**src/rtl/mem_arbiter.sv**
```systemverilog
// Two-port arbiter for the single-port synchronous data memory.
// One transaction at a time: IDLE -> ISSUE -> (RDWAIT) -> RESP -> IDLE, all outputs registered.
module mem_arbiter #(
  parameter int unsigned AW         = 9,
  parameter int unsigned DW         = 16,
  parameter int unsigned FIXED_PRIO = 0
) (
  input  logic          clk,
  input  logic          reset,
  input  logic          req0,
  input  logic          we0,
  input  logic [AW-1:0] addr0,
  input  logic [DW-1:0] wdata0,
  input  logic          req1,
  input  logic          we1,
  input  logic [AW-1:0] addr1,
  input  logic [DW-1:0] wdata1,
  output logic          gnt0,
  output logic          gnt1,
  output logic          done0,
  output logic          done1,
  output logic [DW-1:0] rdata,
  output logic          busy,
  output logic [1:0]    mem_cmd,
  output logic [AW-1:0] mem_addr,
  output logic [DW-1:0] write_data,
  input  logic [DW-1:0] read_data
);

  typedef enum logic [1:0] {
    S_IDLE   = 2'd0,
    S_ISSUE  = 2'd1,
    S_RDWAIT = 2'd2,
    S_RESP   = 2'd3
  } state_e;

  typedef enum logic [1:0] {
    MNONE  = 2'b00,
    MREAD  = 2'b01,
    MWRITE = 2'b10
  } cmd_e;

  state_e        state_q, state_d;
  logic          owner_q, owner_d;
  logic          last_grant_q, last_grant_d;
  logic          lat_we_q, lat_we_d;
  logic [AW-1:0] lat_addr_q, lat_addr_d;
  logic [DW-1:0] lat_wdata_q, lat_wdata_d;

  logic          gnt0_q, gnt0_d;
  logic          gnt1_q, gnt1_d;
  logic          done0_q, done0_d;
  logic          done1_q, done1_d;
  logic          busy_q, busy_d;
  cmd_e          mem_cmd_q, mem_cmd_d;
  logic [AW-1:0] mem_addr_q, mem_addr_d;
  logic [DW-1:0] write_data_q, write_data_d;
  logic [DW-1:0] rdata_q, rdata_d;

  logic          win;

  // Winning port index; only meaningful when at least one request is present.
  always_comb begin
    win = 1'b0;
    if (req0 && req1) begin
      win = (FIXED_PRIO != 0) ? 1'b0 : ~last_grant_q;
    end else begin
      win = ~req0;
    end
  end

  always_ff @(posedge clk) begin
    if (reset) begin
      state_q      <= S_IDLE;
      owner_q      <= 1'b0;
      last_grant_q <= 1'b1;
      lat_we_q     <= 1'b0;
      lat_addr_q   <= '0;
      lat_wdata_q  <= '0;
      gnt0_q       <= 1'b0;
      gnt1_q       <= 1'b0;
      done0_q      <= 1'b0;
      done1_q      <= 1'b0;
      busy_q       <= 1'b0;
      mem_cmd_q    <= MNONE;
      mem_addr_q   <= '0;
      write_data_q <= '0;
      rdata_q      <= '0;
    end else begin
      state_q      <= state_d;
      owner_q      <= owner_d;
      last_grant_q <= last_grant_d;
      lat_we_q     <= lat_we_d;
      lat_addr_q   <= lat_addr_d;
      lat_wdata_q  <= lat_wdata_d;
      gnt0_q       <= gnt0_d;
      gnt1_q       <= gnt1_d;
      done0_q      <= done0_d;
      done1_q      <= done1_d;
      busy_q       <= busy_d;
      mem_cmd_q    <= mem_cmd_d;
      mem_addr_q   <= mem_addr_d;
      write_data_q <= write_data_d;
      rdata_q      <= rdata_d;
    end
  end

  always_comb begin
    state_d      = state_q;
    owner_d      = owner_q;
    last_grant_d = last_grant_q;
    lat_we_d     = lat_we_q;
    lat_addr_d   = lat_addr_q;
    lat_wdata_d  = lat_wdata_q;
    case (state_q)
      S_IDLE: begin
        if (req0 || req1) begin
          state_d      = S_ISSUE;
          owner_d      = win;
          last_grant_d = win;
          lat_we_d     = win ? we1 : we0;
          lat_addr_d   = win ? addr1 : addr0;
          lat_wdata_d  = win ? wdata1 : wdata0;
        end
      end
      S_ISSUE:  state_d = lat_we_q ? S_RESP : S_RDWAIT;
      S_RDWAIT: state_d = S_RESP;
      S_RESP:   state_d = S_IDLE;
      default:  state_d = S_IDLE;
    endcase
  end

  // Outputs are decoded from the next state so the registered bus shows
  // ISSUE values in the very cycle the FSM is in ISSUE.
  always_comb begin
    gnt0_d       = (state_d != S_IDLE) && !owner_d;
    gnt1_d       = (state_d != S_IDLE) && owner_d;
    done0_d      = (state_d == S_RESP) && !owner_d;
    done1_d      = (state_d == S_RESP) && owner_d;
    busy_d       = (state_d != S_IDLE);
    mem_cmd_d    = MNONE;
    mem_addr_d   = mem_addr_q;
    write_data_d = write_data_q;
    rdata_d      = rdata_q;
    case (state_d)
      S_ISSUE: begin
        mem_addr_d = lat_addr_d;
        if (lat_we_d) begin
          mem_cmd_d    = MWRITE;
          write_data_d = lat_wdata_d;
        end else begin
          mem_cmd_d = MREAD;
        end
      end
      S_RDWAIT: mem_cmd_d = MREAD;
      default:  mem_cmd_d = MNONE;
    endcase
    if (state_q == S_RDWAIT) begin
      rdata_d = read_data;
    end
  end

  assign gnt0       = gnt0_q;
  assign gnt1       = gnt1_q;
  assign done0      = done0_q;
  assign done1      = done1_q;
  assign busy       = busy_q;
  assign mem_cmd    = mem_cmd_q;
  assign mem_addr   = mem_addr_q;
  assign write_data = write_data_q;
  assign rdata      = rdata_q;

  a_gnt_excl: assert property (@(posedge clk) disable iff (reset) !(gnt0_q && gnt1_q));
  a_done_excl: assert property (@(posedge clk) disable iff (reset) !(done0_q && done1_q));
  a_single_write: assert property (@(posedge clk) disable iff (reset)
    (mem_cmd_q == MWRITE) |=> (mem_cmd_q != MWRITE));

endmodule

```
**config.mk**
```make
export PLATFORM = sky130hd
export DESIGN_NAME = mem_arbiter
export DESIGN_NICKNAME = d
export VERILOG_FILES = /design/src/rtl/mem_arbiter.sv
export SDC_FILE = /design/constraint.sdc
export NUM_CORES = 1
export LEC_CHECK = 0
export CORE_UTILIZATION = 35
export CTS_CLUSTER_SIZE = 10
export DETAILED_ROUTE_END_ITERATION = 6
export MAX_ROUTING_LAYER = met4
export PLACE_DENSITY = 0.66
export SKIP_LAST_GASP = 1
export SYNTH_ARGS = -nofsm -noshare
export SYNTH_HDL_FRONTEND = slang
export SYNTH_SLANG_ARGS = --single-unit
```
**constraint.sdc**
```tcl
create_clock -name clk -period 3.01 [get_ports clk]
set_input_delay 0.602 -clock clk [delete_from_list [all_inputs] [get_ports clk]]
set_output_delay 0.602 -clock clk [all_outputs]
set_load 0.005 [all_outputs]
```
==> impl_metrics.yaml <==
global_routing:
  grt_busiest_layer: "met2"
  grt_max_degree: 35
  grt_pass1_vias: 2729
  grt_use_total_pct: 17.7
  grt_use_met3_pct: 3.76
  overflow: 0
  grt_pass1_wl_um: 13200
  grt_use_met1_pct: 22.9
  met2_usage_pct: 28.0
  antenna_found_initial: 0
routing:
  drt-total-wl_um: 8250
  vias_per_cell: 5.02
  drt_first_pass_iters: 7
  drc: 9
  antenna_left: 0
  route.vias.total: 2747
  drt_iter0_markers: 85
  wl_per_cell_um: 15.1
synth:
  avgSynthCellArea_um2: 10.3
  syn-num-nets: 397
  synth_ff_type: "dfxtp_1"
  synth-seq-cells: 78
  synth_cell_types: 36
  netlist_top_cells_count: "dfxtp_1 (78), nor2_1 (31), inv_1 (20)"
  yosysTopAreaCell: "dfxtp_1"
  ys_warn_count: 0
  synthTopCellsByArea: "dfxtp_1 (48%), o221a_2 (5.2%), mux2i_1 (4.9%)"
  synth_edf_count: 0
  synthArstFlopShare_pct: 0
  syn_inst: 317
  seq_area_frac_synth_pct: 48.0
  synthMostInstantiatedCell: "dfxtp_1"
  netlist_area_um2: 3260
  synth_top_area_share_pct: 48.0
final_layout:
  finish.utilization_pct: 53.9
  antenna_cells: 0
  synthToLayoutAreaGrowth_pct: 46.6
  final_layout_size_suffix_gt1_share_pct: 14.1
  nets: 514
  fill_cells: 818
cts:
  cts_tree: "built"
  cts_sinks: 78
  htree_levels: 3
  clk_latency_ps: 330
  clk_pin_slew_ps: 80
  post_cts_buffers: 0
  cts_resized: 0
  clock_tree.buffer_depth: 2
  cts_made_buffers: 9
  cts_hold_buffers: 0
  root_buffer: "clkbuf_8"
setup_path:
  path_cells: "clkdlybuf4s50_1, nor3_1, a21o_1, inv_1, ha_1, o21a_2, o221ai_4, mux2_2"
  cp_top_family: "compound AO/OA/AOI/OAI gates"
  worstSetupPathType: "input pin to flip-flop"
  crit_slowest_cell: "clkdlybuf4s50_1"
  endpoint_kind: "flip-flop"
  critPathMaxFanout: 17
  critical_path.startpoint_type: "input pin"
  worstReg2RegStart: "state_q[0]$_SDFF_PP0_"
  cp.arrival_ps: 2570
  path_buf_inv: 2
  crit_path_max_incr_delay_ps: 470
  required_ps: 3240
  rr_endpoint: "write_data[15]$_SDFFE_PP0P_"
  r2r_slack_ps: 770
  worstRegToRegCells: 9
pwr:
  leakage_nw: 1.91
  ir_drop_v: 0.000350
  p_per_area_nw_per_um2: 947
sta:
  finalSetupViolations: 0
  fmax_mhz: 427
  tns_ps: 0
  tightest_slew_ps: 763
  fin_crit_sh_pct: 77.7
  finClkSkew_ps: 8.00
  rsz0062_at_grt: "no"
  timing.final.max_slew_violations: 0
  max_slew_margin_pct: 49.1
  holdWs_ps: 501
  period_needed_ps: 2340
  hold_viol: 0
  setup_ws_ps: 670
floorplanning:
  core_um2: 8850
  num_io_pins: 120
  die_area_um2: 9690
  die_h_um: 98.4
  die_w_um: 98.4
  rows: 34
  start_util_pct: 36.8
placed_design:
  pre_cts_ws_ps: 323
  gp_congestion: 0.750
  io_buffers: 119
  dp_hpwl_um: 5740
outcome:
  violations: "DRC"
  status: "complete, but fails checks"
worst_hold_path:
  hold_start: "rdata[2]$_SDFFE_PP0N_"
  hold-path-cell-count: 2
  hp-class: "flip-flop to flip-flop"
  hold_end: "rdata[2]$_SDFFE_PP0N_"
run:
  drv_cap: 0
## registers in the layout (all words and copies together), names as in the netlist
name / cells
busy: 1
done0: 1
done1: 1
gnt0: 1
gnt1: 1
last_grant_q: 1
lat_addr_q: 9
lat_wdata_q: 16
lat_we_q: 1
mem_addr: 9
mem_cmd: 2
owner_q: 1
rdata: 16
state_q: 2
write_data: 16
## how the worst max path moves through the flow
stage	start	to	slack, ps	cells past startpoint
after floorplan	req0	write_data[10]$_SDFFE_PP0P_	620	10
after global placement	req1	write_data[0]$_SDFFE_PP0P_	340	8
after detailed placement	req1	write_data[15]$_SDFFE_PP0P_	320	8
after CTS	req1	write_data[2]$_SDFFE_PP0P_	690	8
after global routing	req1	write_data[12]$_SDFFE_PP0P_	550	8
final	req1	write_data[15]$_SDFFE_PP0P_	670	8
## tightest hold or removal path: cells and delay by family (launching register included)
kind | cells | cell delay (ps)
DFF | 1 | 330
muxes | 1 | 70
and+or+nand+nor | 1 | 70
## area by class of cell
type	instances	area (um2)	area share (%)
tap	108	135	2.83
clock buffer	13	169	3.54
timing repair buffer	131	1280	26.7
sequential	78	1560	32.7
inverter	20	75.1	1.57
clock inverter	3	65.1	1.36
multi-input combinational	194	1490	31.2
## report_power, final
group / internal, mW / switching, mW / total (mW)
clock network: 0.535 / 0.360 / 0.894
registers: 1.41 / 0.163 / 1.57
logic: 1.13 / 0.923 / 2.05
## routing by layer
layer	wire [um]	part of all wire, %	vias to the layer above
li1	-	-	1352
met1	3880	47	1295
met2	3770	46	96
met3	559	6.8	4
met4	44	0.53	0
met5	0	0	-
## placed cells by master, fill, tap and decap left out, drive strengths merged, types with 15 or more instances in the layout
master / Yosys / routed
a31oi: 15 / 15
clkdlybuf4s50: 0 / 118
dfxtp: 78 / 78
inv: 20 / 20
mux2: 16 / 16
mux2i: 16 / 16
nor2: 31 / 31
nor2b: 16 / 16
o221a: 15 / 15
## through the flow
step | cell area, um2 | power, mW | std cells
4_1_cts | 4770 | 4.57 | 547
3_5_place_dp | 4540 | 3.65 | 531
5_1_grt | 4770 | 4.82 | 547
3_3_place_gp | 4540 | 3.61 | 531
2_1_floorplan | 3260 | 2.82 | 317
6_report | 4770 | 4.52 | 547
## cells by family after synthesis
kind of cell | Yosys count | share of synthesized area, %
flops | 78 | 48.0
fa+ha+maj | 8 | 3.07
mux | 32 | 11.5
compound gates | 61 | 15.9
simple gates | 93 | 15.3
buf+inv | 45 | 6.26
Power figures use the tool's default switching activity.
==> RTL edit 1, RTL diff (config.mk and constraints unchanged) <==
Set the parameter `DW` to 32 (it was 16).
--- a/src/rtl/mem_arbiter.sv
+++ b/src/rtl/mem_arbiter.sv
@@ -4,3 +4,3 @@
   parameter int unsigned AW         = 9,
-  parameter int unsigned DW         = 16,
+  parameter int unsigned DW         = 32,
   parameter int unsigned FIXED_PRIO = 0
Ports: changed (5 resized); port bits go from 120 to 200. No check against the original RTL was run, so the function may have changed too.
==> RTL edit 1 against the original RTL <==
First-iteration DRC count grew to 2.5 times the old value. Setup slack worse by 0.050 ns. Critical path type unchanged. Via count rose by 79%. Cell count rose by 68%. Wire length up 88%. Utilization up 0.74 points. Clock power is 120% higher. Sequential cell count increased by 48. Area after synthesis rose by 64%. Power up 78%. Final area increased by 69%.
==> RTL edit 1: results (changes against the original RTL) <==
| Metric | Value |
|---|---|
| Vias/cell | `5.34 (+6.4%)` |
| Post-synth top area share | `47.1% (-0.86 points)` |
| Sw power | `2.82 mW (+95%)` |
| Met1 WL | `6820 um (+76%)` |
| Detailed placer's ending HPWL | `10,700 um (+86%)` |
| Largest net degree at the start of global routing | `58 (+66%)` |
| First-pass GRT wire length | `24,900 um (+88%)` |
| Setup WS pre-CTS | `0.186 ns (-0.137 ns)` |
| CTS clock-pin slew for the worst setup and hold paths | `0.05 ns (-0.03 ns)` |
| Leak Pwr | `3.03 nW (+58%)` |
| Adder-cell area share of the yosys netlist | `1.87% (-1.2 points)` |
| Number of CTS-inserted buffers | `17 (+8)` |
| Worst Path Max Fanout | `14 (-3)` |
| Mux contribution to synthesized area | `6.19% (-5.3 points)` |
| Met3 Track Usage GR | `6.67% (+2.9 points)` |
| Peak supply drop | `0.500 mV (+43%)` |
| Setup skew after layout | `0.00629 ns (-0.00171 ns)` |
| CP arrival | `2.75 ns (+0.18 ns)` |
| Root buf cell | `clkbuf_16` |
| Vias | `4,904 (+79%)` |
| # port buffers | `199 (+67%)` |
| Final net count | `850 (+65%)` |
| Clock latency on the worst-skew pair | `0.41 ns (+0.08 ns)` |
| Number of global-route vias before repair | `4,972 (+82%)` |
| Placed Cells | `887 (+67%)` |
| CP top delay family | `buffers and inverters` |
| Syn Nets | `666 (+68%)` |
| DRT Pass-1 Iters | `5 (-2)` |
| Logic pwr share | `43.7% (-1.7 points)` |
| Max-slew headroom | `59.8% (+11 points)` |
| Avg Synthesized Cell Area | `9.95 um^2 (-3.1%)` |
| GR Util met2 | `33.1% (+5.2 points)` |
| Met3 wire len | `1210 um (+120%)` |
| Max layer used | `met4` |
| Seq pwr share | `31.5% (-3.3 points)` |
| DRT iter0 DRCs | `214 (+150%)` |
| Synth area leaders | `dfxtp_1 (47%), o41ai_2 (7.3%), mux2i_1 (6.0%)` |
| Post-synth cell types | `38 (+5.6%)` |
| Slowest stage delay, CP | `0.59 ns (+0.12 ns)` |
| Gpl congestion | `0.776 (+3.5%)` |
| Tcrit/Tclk final | `79.4% (+1.6 points)` |
| Complex-gate fraction of the synthesized area | `22.0% (+6.1 points)` |
| Post-synth top cells | `dfxtp_1 (126), nor2_1 (78), nor3_1 (45)` |
| Met2 WL | `7320 um (+94%)` |
| H-tree levels | `4 (+1)` |
| WL final | `15,500 um (+88%)` |
| Placed Area | `0.00749 mm^2 (+65%)` |
| Layout cells sized above 1 | `10.6% (-3.5 points)` |
| Comb power | `3.51 mW (+71%)` |
| Met1 Use GR | `24.2% (+1.3 points)` |
| Total track usage | `20.5% (+2.8 points)` |
| Status | `complete, no violations` |
-- RTL edit 1: changes by cell type after synthesis, sizes merged, moves of 14 or more --
| cell | change |
|---|---|
| inv | -16 |
| o22ai | +30 |
| nand2b | +23 |
| nor2b | -14 |
| o41ai | +31 |
| o221a | -15 |
| a31oi | -14 |
| mux2 | -15 |
| nor3 | +32 |
| a41o | +31 |
| clkbuf | +23 |
| nor2 | +47 |
| dfxtp | +48 |
| mux2i | +16 |
-- RTL edit 1: worst paths after layout --
check | from | end | cells past startpoint
min | rdata[1] | rdata[1] | 2
max reg2reg | state_q[0] | mem_addr[2] | 9
min reg2reg | rdata[1] | rdata[1] | 2
max | req1 | mem_cmd[0] | 9
-- RTL edit 1: area by class of cell --
type,count,area (um^2)
timing repair buffer,219,2160
inverter,5,18.8
sequential,126,2520
clock inverter,6,82.6
multi-input combinational,353,2550
fill,1286,6690
clock buffer,25,495
tap,184,230
==> RTL edit 2, RTL diff (config.mk and constraints unchanged) <==
Without the edit above. Encoding of `state_e`: now one-hot (4 bits for 4 states).
--- a/src/rtl/mem_arbiter.sv
+++ b/src/rtl/mem_arbiter.sv
@@ -29,7 +29,7 @@
 
-  typedef enum logic [1:0] {
-    S_IDLE   = 2'd0,
-    S_ISSUE  = 2'd1,
-    S_RDWAIT = 2'd2,
-    S_RESP   = 2'd3
+  typedef enum logic [3:0] {
+    S_IDLE   = 4'b0001,
+    S_ISSUE  = 4'b0010,
+    S_RDWAIT = 4'b0100,
+    S_RESP   = 4'b1000
   } state_e;
Formal check against the unedited RTL: same outputs for any inputs over 10 cycles, from zero or initial values and one cycle with reset high; not proved beyond that.
==> RTL edit 2 against the original RTL <==
Setup slack improved by 0.25 ns. Power down 59%. Final area down 22%. Maximum frequency up 12%. Sequential cell count shrank 23. Critical path depth is 3 lower. Wire length fell by 23%. Sequential share of layout area is 3.3 points lower. Cell count down 16%. Clock power fell by 36%. Combinational power fell by 78%. Area after synthesis fell by 25%. Critical path type unchanged. Critical endpoint unchanged.
==> RTL edit 2: results (changes against the original RTL) <==
| Metric | Value |
|---|---|
| Status | `complete, no violations` |
| First-pass GRT wire length | `10,300 um (-22%)` |
| Clock latency on the worst-skew pair | `0.30 ns (-0.03 ns)` |
| Slowest stage delay, CP | `0.55 ns (+0.08 ns)` |
| Peak supply drop | `0.216 mV (-38%)` |
| DRT Pass-1 Iters | `4 (-3)` |
| DRT iter0 DRCs | `94 (+11%)` |
| Fillers | `627 (-23%)` |
| Synth area leaders | `dfxtp_1 (45%), nand2_1 (7.9%), a221oi_2 (6.2%)` |
| Syn Nets | `348 (-12%)` |
| Min-Delay Startpoint | `rdata[10]` |
| Post-synth cell types | `34 (-5.6%)` |
| Vias/cell | `5.07 (+0.87%)` |
| Gpl congestion | `0.726 (-3.1%)` |
| Setup WS pre-CTS | `0.575 ns (+0.252 ns)` |
| Layout cells sized above 1 | `8.20% (-5.9 points)` |
| Detailed placer's ending HPWL | `4590 um (-20%)` |
| Number of CTS-inserted buffers | `5 (-4)` |
| Setup skew after layout | `0.00594 ns (-0.00206 ns)` |
| Number of global-route vias before repair | `2,162 (-21%)` |
| Largest net degree at the start of global routing | `39 (+11%)` |
| Avg Synthesized Cell Area | `8.81 um^2 (-14%)` |
| WL final | `6370 um (-23%)` |
| Sw power | `0.464 mW (-68%)` |
| CTS clock-pin slew for the worst setup and hold paths | `0.10 ns (+0.02 ns)` |
| Hold Crit Depth | `2 (unchanged)` |
| R2R depth | `5 (-4)` |
| Total track usage | `18.2% (+0.52 points)` |
| Sequential element share of the synthesized area | `45.3% (-2.7 points)` |
-- RTL edit 2: tightest hold or removal path, stage by stage, from the launching register on --
cell and delay (ns):
dfxtp_1 0.32, nand2_1 0.05, a21oi_1 0.05
-- RTL edit 2: logic make-up after synthesis --
logic type / synth area share, %
AO/OA/AOI/OAI: 30.0
AND/OR/NAND/NOR: 14.6
flip-flops: 45.3
buffers and inverters: 10.2
-- RTL edit 2: power by group through the flow --
stage	clock network, mW	registers (mW)	logic [mW]
after floorplan	0	0.841	0.233
after global placement	0	0.838	0.444
final	0.569	0.823	0.448
after global routing	0.617	0.829	0.486
after CTS	0.586	0.823	0.452
after detailed placement	0	0.839	0.450
-- RTL edit 2: final cells by class --
type	count	area, um^2	share of cell area [%]
Clock buffer	5	68.8	1.84
Clock inverter	3	67.6	1.81
Inverter	20	75.1	2.01
Multi-Input combinational cell	168	1080	28.9
Sequential cell	55	1100	29.4
Tap cell	80	100	2.68
Timing Repair Buffer	127	1250	33.3
-- RTL edit 2: worst max-delay path by stage --
stage / to / slack (ns)
global route: write_data[1] / 0.78
global placement: write_data[15] / 0.63
floorplan: write_data[10] / 1.31
detailed placement: write_data[15] / 0.58
finish: write_data[15] / 0.92
CTS: write_data[15] / 0.92
-- RTL edit 2: metal layers --
| metal | share of wire [%] | routed length, um | global-route usage, % | vias up |
|---|---|---|---|---|
| met2 | 46 | 2930 | 28.2 | 96 |
| met1 | 45 | 2850 | 23.0 | 1042 |
| met4 | 1.7 | 110 | 5.15 | 0 |
| met3 | 7.4 | 473 | 5.64 | 12 |
| met5 | 0 | 0 | - | - |
| li1 | - | - | - | 1170 |
-- RTL edit 2: stage by stage --
stage / cell area [um^2] / utilization (%)
finish: 3740 / 55.4
global route: 3740 / 55.4
CTS: 3740 / 55.4
detailed placement: 3600 / 53.4
global placement: 3600 / 53.4
floorplan: 2430 / -
